## config.mk

```make
export PLATFORM = sky130hd
export DESIGN_NAME = loop_replay_controller
export DESIGN_NICKNAME = d
export VERILOG_FILES = /design/src/rtl/loop_replay_controller.sv
export SDC_FILE = /design/constraint.sdc
export NUM_CORES = 1
export LEC_CHECK = 0
export ABC_AREA = 1
export CORE_UTILIZATION = 50
export DETAILED_ROUTE_END_ITERATION = 7
export PLACE_DENSITY = 0.7
export REMOVE_ABC_BUFFERS = 1
export SYNTH_ARGS = -nofsm -noshare
export SYNTH_HDL_FRONTEND = slang
export SYNTH_SLANG_ARGS = --single-unit
```

## constraint.sdc

```tcl
create_clock -name clk -period 6.6 [get_ports clk]
set_input_delay 0.66 -clock clk [delete_from_list [all_inputs] [get_ports clk]]
set_output_delay 0.66 -clock clk [all_outputs]
set_load 0.01 [all_outputs]
```

## src/rtl/loop_replay_controller.sv

```systemverilog
// Loop stream buffer sequencer: trains on a repeating backward branch,
// captures one iteration of the loop body, then replays it into ID while
// the fetch front end is frozen. A mispredict during replay ends it with a
// flush and a redirect to the corrected PC.
module loop_replay_controller #(
   parameter int DEPTH       = 16,
   parameter int PTR_W       = 4,
   parameter int TRIP_THRESH = 2
) (
   input  logic             clk,
   input  logic             reset,
   input  logic             if_valid,
   input  logic [31:0]      if_pc,
   input  logic [31:0]      if_instr,
   input  logic             br_taken,
   input  logic [31:0]      br_pc,
   input  logic [31:0]      br_target,
   input  logic             mispredict,
   input  logic [31:0]      mispredict_pc,
   input  logic             stall,
   output logic             fetch_block,
   output logic             replay_valid,
   output logic [31:0]      replay_pc,
   output logic [31:0]      replay_instr,
   output logic             flush,
   output logic             redirect_valid,
   output logic [31:0]      redirect_pc,
   output logic [1:0]       state,
   output logic [PTR_W:0]   loop_len
);

   localparam int ITER_W = $clog2(TRIP_THRESH + 1);
   localparam logic [ITER_W-1:0] ITER_ONE    = ITER_W'(1);
   localparam logic [ITER_W-1:0] ITER_THRESH = ITER_W'(TRIP_THRESH);
   localparam logic [PTR_W-1:0]  PTR_ONE     = PTR_W'(1);
   localparam logic [PTR_W-1:0]  PTR_LAST    = PTR_W'(DEPTH - 1);
   localparam logic [PTR_W:0]    LEN_ONE     = (PTR_W + 1)'(1);

   typedef enum logic [1:0] {
      ST_IDLE    = 2'd0,
      ST_TRAIN   = 2'd1,
      ST_CAPTURE = 2'd2,
      ST_REPLAY  = 2'd3
   } state_t;

   state_t            state_q, state_d;
   logic [31:0]       tag_pc_q, tag_pc_d;
   logic [31:0]       tag_tgt_q, tag_tgt_d;
   logic [ITER_W-1:0] iter_q, iter_d;
   logic [PTR_W-1:0]  wr_ptr_q, wr_ptr_d;
   logic [PTR_W-1:0]  rd_ptr_q, rd_ptr_d;
   logic [PTR_W:0]    loop_len_q, loop_len_d;
   logic              fetch_block_q, fetch_block_d;
   logic              replay_valid_q, replay_valid_d;
   logic [31:0]       replay_pc_q, replay_pc_d;
   logic [31:0]       replay_instr_q, replay_instr_d;
   logic              flush_q, flush_d;
   logic              redirect_valid_q, redirect_valid_d;
   logic [31:0]       redirect_pc_q, redirect_pc_d;

   logic [31:0]       mem_q [DEPTH];
   logic              mem_we;

   logic [31:0]       body_len;
   logic              cand;
   logic              same_tag;
   logic              rd_wrap;
   logic [PTR_W-1:0]  rd_nxt;

   // Word address of slot idx within the loop body starting at base.
   function automatic logic [31:0] slot_pc(input logic [31:0] base,
                                           input logic [PTR_W-1:0] idx);
      return base + {{(30 - PTR_W){1'b0}}, idx, 2'b00};
   endfunction

   // Body length is computed at full width so a far-away target cannot
   // alias into a short loop.
   assign body_len = ((br_pc - br_target) >> 2) + 32'd1;
   assign cand     = br_taken && (br_target < br_pc) && (br_pc[1:0] == 2'b00) &&
                     (br_target[1:0] == 2'b00) && (body_len <= 32'(DEPTH));
   assign same_tag = (br_pc == tag_pc_q) && (br_target == tag_tgt_q);
   assign rd_wrap  = (({1'b0, rd_ptr_q} + LEN_ONE) == loop_len_q);
   assign rd_nxt   = rd_wrap ? '0 : (rd_ptr_q + PTR_ONE);

   // Next-state and next-output computation; pulses default low every cycle.
   always_comb begin
      state_d          = state_q;
      tag_pc_d         = tag_pc_q;
      tag_tgt_d        = tag_tgt_q;
      iter_d           = iter_q;
      wr_ptr_d         = wr_ptr_q;
      rd_ptr_d         = rd_ptr_q;
      loop_len_d       = loop_len_q;
      fetch_block_d    = fetch_block_q;
      replay_valid_d   = replay_valid_q;
      replay_pc_d      = replay_pc_q;
      replay_instr_d   = replay_instr_q;
      flush_d          = 1'b0;
      redirect_valid_d = 1'b0;
      redirect_pc_d    = '0;
      mem_we           = 1'b0;

      case (state_q)
         ST_IDLE: begin
            if (!mispredict && cand) begin
               tag_pc_d  = br_pc;
               tag_tgt_d = br_target;
               iter_d    = ITER_ONE;
               wr_ptr_d  = '0;
               state_d   = (TRIP_THRESH == 1) ? ST_CAPTURE : ST_TRAIN;
            end
         end
         ST_TRAIN: begin
            if (mispredict) begin
               state_d = ST_IDLE;
            end else if (cand && same_tag) begin
               iter_d = iter_q + ITER_ONE;
               if ((iter_q + ITER_ONE) == ITER_THRESH) begin
                  wr_ptr_d = '0;
                  state_d  = ST_CAPTURE;
               end
            end else if (cand) begin
               tag_pc_d  = br_pc;
               tag_tgt_d = br_target;
               iter_d    = ITER_ONE;
            end else if (br_taken) begin
               state_d = ST_IDLE;
            end
         end
         ST_CAPTURE: begin
            if (mispredict) begin
               state_d = ST_IDLE;
            end else if (if_valid) begin
               if (if_pc == slot_pc(tag_tgt_q, wr_ptr_q)) begin
                  mem_we   = 1'b1;
                  wr_ptr_d = wr_ptr_q + PTR_ONE;
                  if (if_pc == tag_pc_q) begin
                     // Bodies are at least two long, so slot 0 is already stored.
                     state_d        = ST_REPLAY;
                     loop_len_d     = {1'b0, wr_ptr_q} + LEN_ONE;
                     rd_ptr_d       = '0;
                     fetch_block_d  = 1'b1;
                     replay_valid_d = 1'b1;
                     replay_pc_d    = tag_tgt_q;
                     replay_instr_d = mem_q[0];
                  end else if (wr_ptr_q == PTR_LAST) begin
                     state_d = ST_IDLE;
                  end
               end else begin
                  state_d = ST_IDLE;
               end
            end
         end
         ST_REPLAY: begin
            if (mispredict) begin
               state_d          = ST_IDLE;
               flush_d          = 1'b1;
               redirect_valid_d = 1'b1;
               redirect_pc_d    = mispredict_pc;
               fetch_block_d    = 1'b0;
               replay_valid_d   = 1'b0;
               replay_pc_d      = '0;
               replay_instr_d   = '0;
               loop_len_d       = '0;
               rd_ptr_d         = '0;
            end else if (!stall) begin
               rd_ptr_d       = rd_nxt;
               replay_pc_d    = slot_pc(tag_tgt_q, rd_nxt);
               replay_instr_d = mem_q[rd_nxt];
            end
         end
         default: state_d = ST_IDLE;
      endcase
   end

   // Control and output registers; reset clears everything but the body store.
   always_ff @(posedge clk) begin
      if (reset) begin
         state_q          <= ST_IDLE;
         tag_pc_q         <= '0;
         tag_tgt_q        <= '0;
         iter_q           <= '0;
         wr_ptr_q         <= '0;
         rd_ptr_q         <= '0;
         loop_len_q       <= '0;
         fetch_block_q    <= 1'b0;
         replay_valid_q   <= 1'b0;
         replay_pc_q      <= '0;
         replay_instr_q   <= '0;
         flush_q          <= 1'b0;
         redirect_valid_q <= 1'b0;
         redirect_pc_q    <= '0;
      end else begin
         state_q          <= state_d;
         tag_pc_q         <= tag_pc_d;
         tag_tgt_q        <= tag_tgt_d;
         iter_q           <= iter_d;
         wr_ptr_q         <= wr_ptr_d;
         rd_ptr_q         <= rd_ptr_d;
         loop_len_q       <= loop_len_d;
         fetch_block_q    <= fetch_block_d;
         replay_valid_q   <= replay_valid_d;
         replay_pc_q      <= replay_pc_d;
         replay_instr_q   <= replay_instr_d;
         flush_q          <= flush_d;
         redirect_valid_q <= redirect_valid_d;
         redirect_pc_q    <= redirect_pc_d;
      end
   end

   // Loop body store: one write port during capture, no reset.
   always_ff @(posedge clk) begin
      if (mem_we && !reset) begin
         mem_q[wr_ptr_q] <= if_instr;
      end
   end

   assign state          = state_q;
   assign loop_len       = loop_len_q;
   assign fetch_block    = fetch_block_q;
   assign replay_valid   = replay_valid_q;
   assign replay_pc      = replay_pc_q;
   assign replay_instr   = replay_instr_q;
   assign flush          = flush_q;
   assign redirect_valid = redirect_valid_q;
   assign redirect_pc    = redirect_pc_q;

endmodule

```

==> metrics.txt, run 1 <==
Final #Nets=roughly 4,300; sequential area share after synthesis=~55%; CTS Sinks=between 600 and 700; post-synth top area cell=edfxtp_1; CTS Buffer Depth=3; final setup TNS=0 ns; vias in the first global route=between 20,000 and 30,000; critical path arrival=approximately 5.4 ns; Critical Path End Type=flip-flop; 1st-pass router iterations=8; Worst-Skew Late Latency=0.64 ns; most frequent cells in the layout=nand2_1, edfxtp_1, nor2_1; Reg clk slew, reported paths=approximately 0.06 ns; area share of the largest cell type after synthesis=approximately 44%; Detail Route Antenna Nets=0; hold_buf cts=0; post-CTS setup buffer count=0; H-tree lvl count=3; clk root buf=clkbuf_16; fraction of registers with async set/reset=0%; Port Buffers=272; Synth area leaders=edfxtp_1, dfxtp_1, nand2_1; first-pass GRT wire length=roughly 160,000 um; total die area=just over 0.07 mm2; I/O pin count=roughly 270; max incr delay on CP=roughly 0.73 ns; final instance area=between 0.04 and 0.05 mm2; maximum VDD drop=0.602 mV; Pwr Total=0.0127 W; Core Area=0.0687 mm2; Initial Utilization=50.5%; Non-Filler Instances=a little over 5,000; post-placement cell count=between 4,000 and 5,000; Post-Synthesis Cell Area=about 0.035 mm2; max cap viols=0; Hold Violations, Final=0; Synth Warn #=0; CTS tree=yes; Post-synth EDFFs=a little over 500; max-slew violations=0; classification of the worst setup path=reg2reg; die width=roughly 270 um; Critical Path RT=~6.9 ns; Wirelength per Cell=20.8 um; Tightest Hold Check Type=reg2reg; DRT Wirelength=approximately 110,000 um; via count=28,300; most common cell after layout, fill and taps aside=nand2_1; worst-path cell chain=ha_1, inv_1, fa_1, nand3b_1, nand3_1, inv_1, nor2_1, nand2_1, nor2_1, nand2_1, nor3_1, o2111ai_1, nor2_1, nand3_1, inv_1, nand2_1, inv_1, nand2_1, nor2_4, buf_4; post-route minimum period=~5.1 ns; pwr dens=311 mW/mm2; synth unique cells=between 50 and 60; number of cells produced by synthesis=3,880; outcome=completed; Clock Skews=between 0.05 and 0.06 ns; row count=96; gpl congestion=between 0.9 and 1; area grow syn2layout=17.6%; synthesized area per cell=between 8 and 9 um2; worst-path maximum fanout=17; P_leak=approximately 15 nW; routed vias/inst=about 5.6; Tcrit/Tclk final=between 70% and 80%; final setup vio count=0; placed cell areas=between 0.03 and 0.04 mm2; post-synthesis register bit count=around 690; Core Util, Final=just under 60%; drt first-iter violations=a little over 3,000; Resize count post-CTS=0; # fillers=6,042; DRC viols=0; hpwl dp=approximately 70,000 um; fraction of layout cells with a size suffix above 1=8.20%; Slowest cell on crit path=nor2_4; Tot GR Track Use=roughly 30%; largest net degree at the start of global routing=164; startpoint types=flip-flop; initial antenna violation count=6; chip height=between 200 and 300 um; Top FF cell, synth=edfxtp_1; total CTS buffers=74; FMAX=approximately 0.2 GHz; RSZ-0062 raised after global routing=false; worst rel slew slack=between 20% and 30%; grt total ovfl=0; worst slew pin tran=about 1.1 ns
critical path: cells and delay by family, from the launching register on:
| family | cells | cell delay (ns) |
|---|---|---|
| buffers and inverters | 5 | 0.71 |
| and+or+nand+nor | 12 | 2.83 |
| DFF | 1 | 0.44 |
| adders and majority gates | 2 | 0.60 |
| AOI/OAI and AO/OA | 1 | 0.15 |
registers in the layout, summed over array words and instances (netlist names):
name,cells
loop_len,5
redirect_valid,1
wr_ptr_q,4
mem_q,512
rd_ptr_q,4
iter_q,2
replay_valid,1
replay_pc,32
redirect_pc,32
tag_pc_q,32
state,2
replay_instr,32
tag_tgt_q,32
synthesized netlist by cell type (32+ instances only):
library cell	number
nand2_1	896
edfxtp_1	512
nor2_1	413
inv_1	364
a21oi_1	284
dfxtp_1	179
o21ai_0	174
nand3_1	167
clkbuf_1	132
nand4_1	68
nor3_1	63
mux2i_1	62
a211oi_1	60
xor2_1	56
o21ai_1	50
xnor2_1	47
ha_1	46
a221oi_1	35
a21oi_2	32
where the power goes:
group,switching (W),internal (W),total (W),leakage [nW]
Sequential,0.000110,0.00480,0.00491,6.05
Clock,0.00179,0.00230,0.00409,1.17
Combinational,0.00240,0.00129,0.00370,8.27
final cells by class:
class / instances / area, um2 / area share (%)
flip-flops and latches: 691 / 19000 / 46.4
multi-input cells: 2624 / 13700 / 33.5
repair buffers: 319 / 3110 / 7.61
clock buffers: 101 / 2060 / 5.03
inverters: 398 / 1500 / 3.68
well taps: 931 / 1160 / 2.85
clock inverters: 36 / 350 / 0.858
diodes: 3 / 7.51 / 0.0184
cell families after synthesis:
family,after synthesis,synth area share (%)
XOR/XNOR,103,2.60
adder cells (fa/ha/maj),48,1.77
flip-flops,691,54.6
AO/OA/AOI/OAI,677,11.3
buffers and inverters,565,6.41
AND/OR/NAND/NOR,1734,21.5
multiplexers,62,1.79
worst paths after layout:
| path | endpoint | slack [ns] | from | cells past startpoint |
|---|---|---|---|---|
| setup / recovery | mem_q[4][30]$_DFFE_PP_ | 1.54 | wr_ptr_q[0]$_SDFFE_PP0P_ | 20 |
| hold / removal | replay_pc[1]$_SDFFE_PP0P_ | 0.47 | replay_pc[1]$_SDFFE_PP0P_ | 2 |
| setup reg to reg | mem_q[4][30]$_DFFE_PP_ | 1.54 | wr_ptr_q[0]$_SDFFE_PP0P_ | 20 |
| hold reg to reg | replay_pc[1]$_SDFFE_PP0P_ | 0.47 | replay_pc[1]$_SDFFE_PP0P_ | 2 |
stage by stage:
stage | setup slack (ns) | hold slack [ns]
floorplan | -6.42 | 0.457
global route | 1.13 | 0.492
global placement | 1.18 | 0.454
finish | 1.54 | 0.470
CTS | 1.58 | 0.469
detailed placement | 1.21 | 0.459
routing by layer:
| metal | global-route usage (%) | share of wire, % | up-vias |
|---|---|---|---|
| met5 | 0 | 0.023 | - |
| met4 | 9.81 | 3.0 | 4 |
| met2 | 49.2 | 49 | 1118 |
| met1 | 39.0 | 42 | 13400 |
| li1 | - | - | 13600 |
| met3 | 5.10 | 6.7 | 212 |
Power figures use the tool's default switching activity.
==> run 2, diff against run 1 <==
- PLACE_DENSITY: 0.7 -> 0.73
- clock period: 6.6 -> 4.2 ns (I/O delays scaled with it)
==> run 2 against run 1 <==
Non-clock buffer count is 271 higher. Power is 60% higher. Setup slack lost 1.3 ns. Worst hold slack worse by 0.31 ns. Clock power increased by 57%.
==> metrics.txt, run 2 (synthesis gave the netlist of run 1 again) <==
outcome=completed (unchanged); Critical Path RT=4.51 ns (was 6.91 ns); die width=266 um (unchanged); 1st-pass router iterations=7 (was 8); most common cell after layout, fill and taps aside=nand2_1 (unchanged); area grow syn2layout=25.4% (was 17.6%); max FFs per register=512 (unchanged); Core Util, Final=63.4% (was 59.4%); total die area=0.0705 mm2 (unchanged); chip height=266 um (unchanged); hold slack final=0.163 ns (was 0.470 ns); vias in the first global route=28,200 (was 26,300); Detail Route Antenna Nets=0 (unchanged); Reg clk slew, reported paths=0.06 ns (about the same); CTS Buffer Depth=3 (unchanged); max cap viols=0 (unchanged); grt total ovfl=0 (unchanged); Clock Skews=0.0291 ns (was 0.0585 ns); max-slew violations=0 (unchanged); CTS tree=yes (unchanged); P_leak=17.0 nW (was 15.5 nW); Final #Nets=4,592 (was 4,322); worst rel slew slack=23.1% (was 28.7%); row count=96 (unchanged); maximum VDD drop=0.976 mV (was 0.602 mV); startpoint types=flip-flop (unchanged); total CTS buffers=73 (was 74); Tcrit/Tclk final=94.5% (was 76.6%); hold_buf cts=0 (unchanged); Wirelength per Cell=19.7 um (was 20.8 um); pwr dens=468 mW/mm2 (was 311 mW/mm2); most frequent cells in the layout=nand2_1, edfxtp_1, nor2_1 (unchanged); clk root buf=clkbuf_16 (unchanged); classification of the worst setup path=reg2reg (unchanged); largest net degree at the start of global routing=165 (was 164); Initial Utilization=50.5% (unchanged); DRT Wirelength=106,000 um (about the same); fraction of layout cells with a size suffix above 1=14.8% (was 8.20%); I/O pin count=273 (unchanged); drt first-iter violations=2,839 (was 3,057); worst-path maximum fanout=20 (was 17); H-tree lvl count=3 (unchanged); gpl congestion=0.982 (was 0.984); worst slew pin tran=1.15 ns (was 1.07 ns); final setup vio count=0 (unchanged); Tot GR Track Use=29.3% (was 29.5%); Tightest Hold Check Type=in2reg (was reg2reg); post-route minimum period=3.97 ns (was 5.06 ns); initial antenna violation count=15 (was 6); RSZ-0062 raised after global routing=true (was false); critical path arrival=4.27 ns (was 5.36 ns); first-pass GRT wire length=159,000 um (was 158,000 um); Hold Violations, Final=0 (unchanged); Critical Path End Type=flip-flop (unchanged); DRC viols=0 (unchanged); FMAX=0.252 GHz (was 0.198 GHz); Biggest register=mem_q (unchanged); routed vias/inst=5.48 (was 5.55); Port Buffers=272 (unchanged); CTS Sinks=691 (unchanged); hpwl dp=71,600 um (was 69,800 um); Worst-Skew Late Latency=0.64 ns (about the same); Core Area=0.0687 mm2 (unchanged); via count=29,400 (was 28,300)
## run 2: cell types whose count changed in the layout (fill, tap and decap cells not counted), moves of 6 or more
cell | before | now
nor2_2 | 17 | 29
ha_4 | 0 | 9
buf_12 | 3 | 35
clkinv_2 | 18 | 10
buf_4 | 44 | 281
nor2_1 | 396 | 378
ha_1 | 46 | 32
nor2_4 | 21 | 27
## run 2: report_power, final
group	switching (W)	internal (W)
sequential	0.000178	0.00754
clock	0.00271	0.00371
combinational	0.00385	0.00237
## run 2: timing repair
action,4_1_cts,5_1_grt
setup endpoints to repair,8,537
gates resized for setup,1,78
pin swaps,0,15
buffers inserted,0,2
## run 2: worst paths after layout
path              cells after the start  slack (ns)                        from                    endpoint
setup reg to reg                     20        0.23   tag_tgt_q[3]$_SDFFE_PP0P_      mem_q[0][13]$_DFFE_PP_
setup / recovery                     20        0.23   tag_tgt_q[3]$_SDFFE_PP0P_      mem_q[0][13]$_DFFE_PP_
hold / removal                        2        0.16                       reset  replay_pc[22]$_SDFFE_PP0P_
hold reg to reg                       2        0.46  replay_pc[25]$_SDFFE_PP0P_  replay_pc[25]$_SDFFE_PP0P_
## run 2: layer usage
metal,GRT usage (%),routed length [um]
met1,37.3,42200
met3,4.27,7570
met5,0,89
met4,11.8,3690
met2,50.0,52100
## run 2: worst max-delay path, stage by stage (launching register included)
cell	delay [ns]
dfxtp_1	0.42
inv_1	0.13
fa_1	0.46
nand3b_1	0.17
nand3_1	0.13
buf_4	0.17
nand2_1	0.11
nor2_1	0.13
xor2_1	0.22
nand3_1	0.11
nor2_1	0.12
o2111ai_1	0.18
nor2_2	0.21
nand3_1	0.14
inv_1	0.09
nand2_1	0.07
inv_1	0.11
nand2_1	0.06
buf_4	0.18
nor2_4	0.17
buf_12	0.24
## run 2: cell type report
class | instances | area, um2
fill | 5632 | 25200
sequential | 691 | 19000
multi-input combinational | 2624 | 14000
timing repair buffer | 590 | 5560
clock buffer | 96 | 1930
inverter | 398 | 1510
tap | 931 | 1160
clock inverter | 34 | 435
antenna | 8 | 20.0
## run 2: stage by stage
step / power [W] / std cells / TNS (ns) / worst slack [ns] / cell area, um2
3_5_place_dp: 0.0140 / 5232 / -29.44 / -0.456 / 40800
3_3_place_gp: 0.0139 / 5232 / -27.33 / -0.465 / 40800
2_1_floorplan: 0.0112 / 3713 / -692.84 / -8.82 / 34000
4_1_cts: 0.0203 / 5362 / 0 / 0.00294 / 43200
6_report: 0.0204 / 5372 / 0 / 0.231 / 43500
5_1_grt: 0.0213 / 5371 / -0.163 / -0.0621 / 43500
